### src/rtl/stream_mux_pkg.sv
// Shared types, constants and the round-robin search helper for stream_mux_rr.
package stream_mux_pkg;

  typedef enum logic {
    IDLE   = 1'b0,
    LOCKED = 1'b1
  } state_e;

  // Width of each per-channel packet counter.
  localparam int CNT_W = 16;

  // Largest channel count the round-robin helper can search.
  localparam int MAX_CH = 32;

  // First requesting index strictly after ptr, wrapping modulo n_ch.
  // Returns ptr when nothing is requesting.
  function automatic int unsigned rr_next(input logic [MAX_CH-1:0] req,
                                          input int unsigned ptr,
                                          input int unsigned n_ch);
    int unsigned idx;
    logic        found;
    rr_next = ptr;
    found   = 1'b0;
    idx     = 0;
    for (int unsigned k = 1; k <= MAX_CH; k++) begin
      if ((k <= n_ch) && !found) begin
        idx = (ptr + k) % n_ch;
        if (req[idx]) begin
          rr_next = idx;
          found   = 1'b1;
        end
      end
    end
  endfunction

endpackage

### src/rtl/stream_mux_rr_arbiter.sv
// Combinational round-robin arbiter; the pointer register lives in the parent.
module rr_arbiter
  import stream_mux_pkg::*;
#(
  parameter int N_CH  = 4,
  parameter int SEL_W = $clog2(N_CH)
) (
  input  logic [N_CH-1:0]  req,
  input  logic [SEL_W-1:0] ptr,
  output logic [SEL_W-1:0] gnt_idx,
  output logic             gnt_vld
);

  logic [MAX_CH-1:0] req_ext;

  // Search from ptr+1 upward for the first active request.
  always_comb begin
    req_ext            = '0;
    req_ext[N_CH-1:0]  = req;
    gnt_idx            = SEL_W'(rr_next(req_ext, 32'(ptr), N_CH));
    gnt_vld            = |req;
  end

endmodule

### src/rtl/stream_mux_rr.sv
// N-channel packet-locked stream mux with registered output stage.
// Channel choice: external sel (ARB_MODE=0) or round-robin (ARB_MODE=1).
// Optional per-channel packet counters: define STREAM_MUX_PKT_CNT_EN.
module stream_mux_rr
  import stream_mux_pkg::*;
#(
  parameter int WIDTH    = 8,
  parameter int N_CH     = 4,
  parameter int ARB_MODE = 0,
  parameter int SEL_W    = $clog2(N_CH)
) (
  input  logic                  clk,
  input  logic                  rst_n,
  input  logic [N_CH*WIDTH-1:0] in_data,
  input  logic [N_CH-1:0]       in_valid,
  input  logic [N_CH-1:0]       in_last,
  output logic [N_CH-1:0]       in_ready,
  input  logic [SEL_W-1:0]      sel,
  output logic [WIDTH-1:0]      out_data,
  output logic                  out_valid,
  output logic                  out_last,
  output logic [SEL_W-1:0]      out_ch,
  input  logic                  out_ready
`ifdef STREAM_MUX_PKT_CNT_EN
  ,
  output logic [N_CH*CNT_W-1:0] pkt_cnt
`endif
);

  state_e           state_reg, state_next;
  logic [SEL_W-1:0] locked_ch_reg;
  logic [SEL_W-1:0] rr_ptr_reg;

  logic [SEL_W-1:0] grant;
  logic             grant_valid;
  logic             load_ok;
  logic             xfer;
  logic             grant_last;
  logic [WIDTH-1:0] grant_data;

  logic [SEL_W-1:0] arb_idx;
  logic             arb_vld;

  logic [WIDTH-1:0] ch_data [N_CH];

  genvar gi;

  generate
    for (gi = 0; gi < N_CH; gi++) begin : g_slice
      assign ch_data[gi]  = in_data[gi*WIDTH +: WIDTH];
      // At most one ready bit: only the granted channel can see it.
      assign in_ready[gi] = xfer && (grant == SEL_W'(gi));
    end
  endgenerate

  rr_arbiter #(
    .N_CH  (N_CH),
    .SEL_W (SEL_W)
  ) u_arb (
    .req     (in_valid),
    .ptr     (rr_ptr_reg),
    .gnt_idx (arb_idx),
    .gnt_vld (arb_vld)
  );

  // Grant selection: locked channel wins, otherwise sel or the arbiter.
  always_comb begin
    grant       = '0;
    grant_valid = 1'b0;
    if (state_reg == LOCKED) begin
      grant       = locked_ch_reg;
      grant_valid = in_valid[locked_ch_reg];
    end else if (ARB_MODE == 1) begin
      grant       = arb_idx;
      grant_valid = arb_vld;
    end else begin
      grant       = sel;
      grant_valid = in_valid[sel];
    end
  end

  // Handshake: the granted beat moves when the output register can take it.
  // rst_n gating keeps every in_ready low while reset is held.
  always_comb begin
    load_ok    = !out_valid || out_ready;
    xfer       = grant_valid && load_ok && rst_n;
    grant_last = in_last[grant];
    grant_data = ch_data[grant];
  end

  // Next-state: lock on a non-last first beat, unlock on the last beat.
  always_comb begin
    state_next = state_reg;
    case (state_reg)
      IDLE:    if (xfer && !grant_last) state_next = LOCKED;
      LOCKED:  if (xfer && grant_last)  state_next = IDLE;
      default: state_next = IDLE;
    endcase
  end

  // State, lock owner and round-robin pointer.
  always_ff @(posedge clk or negedge rst_n) begin
    if (!rst_n) begin
      state_reg     <= IDLE;
      locked_ch_reg <= '0;
      rr_ptr_reg    <= SEL_W'(N_CH - 1);
    end else begin
      state_reg <= state_next;
      if ((state_reg == IDLE) && xfer && !grant_last) begin
        locked_ch_reg <= grant;
      end
      if (xfer && grant_last) begin
        rr_ptr_reg <= grant;
      end
    end
  end

  // Output register: load on transfer, drop valid once consumed.
  always_ff @(posedge clk or negedge rst_n) begin
    if (!rst_n) begin
      out_data  <= '0;
      out_valid <= 1'b0;
      out_last  <= 1'b0;
      out_ch    <= '0;
    end else if (xfer) begin
      out_data  <= grant_data;
      out_valid <= 1'b1;
      out_last  <= grant_last;
      out_ch    <= grant;
    end else if (out_ready) begin
      out_valid <= 1'b0;
    end
  end

`ifdef STREAM_MUX_PKT_CNT_EN
  logic [CNT_W-1:0] cnt_reg [N_CH];

  generate
    for (gi = 0; gi < N_CH; gi++) begin : g_cnt
      // Count packets as their last beat is accepted; wraps naturally.
      always_ff @(posedge clk or negedge rst_n) begin
        if (!rst_n) begin
          cnt_reg[gi] <= '0;
        end else if (in_ready[gi] && in_last[gi]) begin
          cnt_reg[gi] <= cnt_reg[gi] + CNT_W'(1);
        end
      end
      assign pkt_cnt[gi*CNT_W +: CNT_W] = cnt_reg[gi];
    end
  endgenerate
`endif

endmodule

### config.mk
export PLATFORM = sky130hd
export DESIGN_NAME = stream_mux_rr
export DESIGN_NICKNAME = d
export VERILOG_FILES = /design/src/rtl/stream_mux_pkg.sv /design/src/rtl/stream_mux_rr_arbiter.sv /design/src/rtl/stream_mux_rr.sv
export SDC_FILE = /design/constraint.sdc
export NUM_CORES = 1
export LEC_CHECK = 0
export BUFFER_PORTS_ARGS = -buffer_cell sky130_fd_sc_hd__buf_2
export CAP_MARGIN = 20
export CELL_PAD_IN_SITES_DETAIL_PLACEMENT = 1
export CELL_PAD_IN_SITES_GLOBAL_PLACEMENT = 2
export CORE_MARGIN = 2
export CORE_UTILIZATION = 23
export DETAILED_ROUTE_END_ITERATION = 10
export GPL_TIMING_DRIVEN = 0
export PLACE_DENSITY_LB_ADDON = 0.2
export SLEW_MARGIN = 30
export SYNTH_ARGS = -nofsm -noshare
export SYNTH_HDL_FRONTEND = slang
export SYNTH_SLANG_ARGS = --single-unit
export TNS_END_PERCENT = 30
### constraint.sdc
create_clock -name clk -period 1.95 [get_ports clk]
set_input_delay 0.39 -clock clk [delete_from_list [all_inputs] [get_ports clk]]
set_output_delay 0.39 -clock clk [all_outputs]
set_load 0.02 [all_outputs]
==> impl_results.md <==
- Outcome: complete, but fails checks
- Failing checks: negative setup slack
- Top cells by area, synth: dfrtp_1, mux2_2, mux4_2
- RR Endpoint: locked_ch_reg[0]$_DFFE_PN0P_
- CTS Root Cell: clkbuf_8
- Crit path launch: sel[0]
- Leading area contributor after synthesis: dfrtp_1
- Post-synth EDFFs: 0
- Syn_area_per_cell: 15.3 µm²
- Crit path required time: 1.56 ns
- Ys Warns: 0
- Initial antenna violation count: 0
- Residual DRC: 0
- Period utilization: 109%
- CP Data Arrival Time: 1.74 ns
- Core box area: 4290 µm²
- Die ar.: 4920 µm²
- Post-DRT Antenna Nets: 0
- Synth Register Bits: 15
- Insertion delay to the later sink of the worst-skew pair: 0.25 ns
- Layout cell share with drive strength beyond 1: 76.4%
- Final wirelength: 3030 µm
- Pwr per Cell Area: 1400 nW/µm²
- RSZ-0062 raised after global routing: yes
- Maximum root-to-sink buffer count: 2
- Share of the synthesized area in the top cell type: 37.3%
- Diodes inserted: 0
- # fillers: 484
- Setup TNS: -0.995 ns
- Actual slew at the worst max-slew pin: 0.425 ns
- Vias: 893
- H-tree level count: 1
- Clock Pin Slew Worst Setup and Hold Paths: 0.07 ns
- Crit. End Element: output pin
- Ports: 61
- Yosys cell types: 23
- Core Rows: 24
- Critical path endpoint: in_ready[2]
- Util after Layout: 37.0%
- Post-Synthesis Cells: 66
- Vias in the first global route: 1,053
- VDD IR max: 0.416 mV
- Initial detailed-routing violation count: 30
- Tmin final: 2.13 ns
- GP Congestion: 0.701
- TritonRoute pass-1 iters: 4
- Worst-path fanout max: 7
- R2R Setup Slk: -0.15 ns
- Hold crit path type: primary input to async pin
- PortBufs: 60
- Setup Viol. Count Final: 7
- Total CTS buffers: 3
- Leak: 0.000754 µW
- Die Height: 70.2 µm
- Ys flop type: dfrtp_1
- Initial core utilization: 23.5%
- Synthesized cell area: 1010 µm²
- Seq/Total Area, Yosys: 37.3%
- Area delta synth->final: 57.6%
- Vias per std cell: 4.65
- CTS sink count: 15
- DR WL/cell: 15.8 µm
- Rel. slew slack: 71.7%
- CTS tree: yes
- DPL Wire Length: 2260 µm
- Final nets: 186
- Horiz. Die Dim: 70.2 µm
- Reg2reg path depth: 5
- Final hold vios: 0
- Largest net degree at the start of global routing: 18
- Most common cell in the netlist: dfrtp_1
- Crit path launch type: primary input
- Grt ovf: 0
- Hold WS: 0.0737 ns
- Ys async rst share: 100%
- Max_cap viols: 0
- Final setup margin: -0.180 ns
- Total track usage: 13.6%
- Synth cell count leaders: dfrtp_1, mux2_2, mux4_2
- Mapped Nets: 111
- WS Path Type: primary input to output pin
- Fin. max-slew vios: 0
- Peak Freq: 469 MHz
- Layout Skew: 0.00599 ns
- First-pass GRT wire length: 5120 µm
- # hold bufs at CTS: 0
- Max reg flops: 8
-- worst min path at each step --
| stage | start | endpoint | slack, ns |
|---|---|---|---|
| after floorplan | rst_n | async pin | 0.09 |
| after global placement | rst_n | out_data[2]$_DFFE_PN0P_ | 0.35 |
| after detailed placement | rst_n | out_valid$_DFFE_PN0P_ | 0.36 |
| after CTS | rst_n | out_data[4]$_DFFE_PN0P_ | 0.09 |
| after global routing | rst_n | out_valid$_DFFE_PN0P_ | 0.1 |
| final | rst_n | out_data[4]$_DFFE_PN0P_ | 0.07 |
-- layout by cell type (no fill, tap or decap) --
cell       count
buf_2         56
o32ai_4        1
mux2i_4        2
o31ai_1        1
dfrtp_1       14
mux4_2         6
and3_4         1
clkbuf_1       1
nand2_1        1
buf_6          7
mux4_1         3
inv_1          4
a22o_1         1
mux2_2        12
and3b_1        2
o311ai_4       1
nor3b_4        1
nand2b_1       2
buf_4         11
mux2_4         2
clkbuf_8       3
o2111ai_1      1
nor4_4         1
and3_1         1
mux2i_1        2
dfrtp_2        1
mux2i_2        1
nor3_4         1
-- logic make-up (layout without fill, tap and decap cells) --
family	after synthesis	in the layout	synth area share, %
muxes	28	28	42.2
DFF	15	15	37.3
and+or+nand+nor	10	10	8.45
buffers and inverters	8	82	4.22
AOI/OAI and AO/OA	5	5	7.83
-- metrics by stage --
stage                     power [µW]  cell area [µm²]  instances  setup WS [ns]
after global routing            2390             1590        192         -0.265
after global placement          1760             1400        178         -0.491
after CTS                       2220             1560        190         -0.191
after floorplan                 1450             1030         66        -0.0448
final                           2220             1590        192         -0.180
after detailed placement        1790             1400        178         -0.525
-- cell type report --
cell class	instances	area [µm²]	area share, %
sequential	15	377	23.7
timing repair buffer	70	400	25.2
clock buffer	4	45.0	2.84
tap	52	65.1	4.10
buffer	4	41.3	2.60
multi-input combinational	43	644	40.6
inverter	4	15.0	0.946
-- repair_timing --
item / CTS / global route
resized for setup: 17 / 4
endpoints found under the setup margin: 12 / 14
setup buffers: 8 / 2
cloned: 0 / 0
pin swaps: 3 / 4
-- metal layers --
metal / global-route usage [%] / up-vias / routed length (µm)
met1: 15.4 / 439 / 1210
met4: 4.49 / 0 / 29
met5: 0 / - / 0
met3: 3.03 / 2 / 177
li1: - / 413 / -
met2: 25.1 / 39 / 1610
-- worst max-delay path: stages --
cell and delay, ns:
buf_2 0.16, mux2_2 0.37, o32ai_4 0.28, nor3_4 0.07
buf_6 0.14, and3b_1 0.19, buf_6 0.13
-- power by group --
group	internal (µW)	leakage (µW)	switching [µW]	total, µW
Sequential	474	0.000177	105	579
Combinational	730	0.000554	661	1390
Clock	145	0.0000228	110	255
Note: power is estimated with default switching activity, not from simulation.
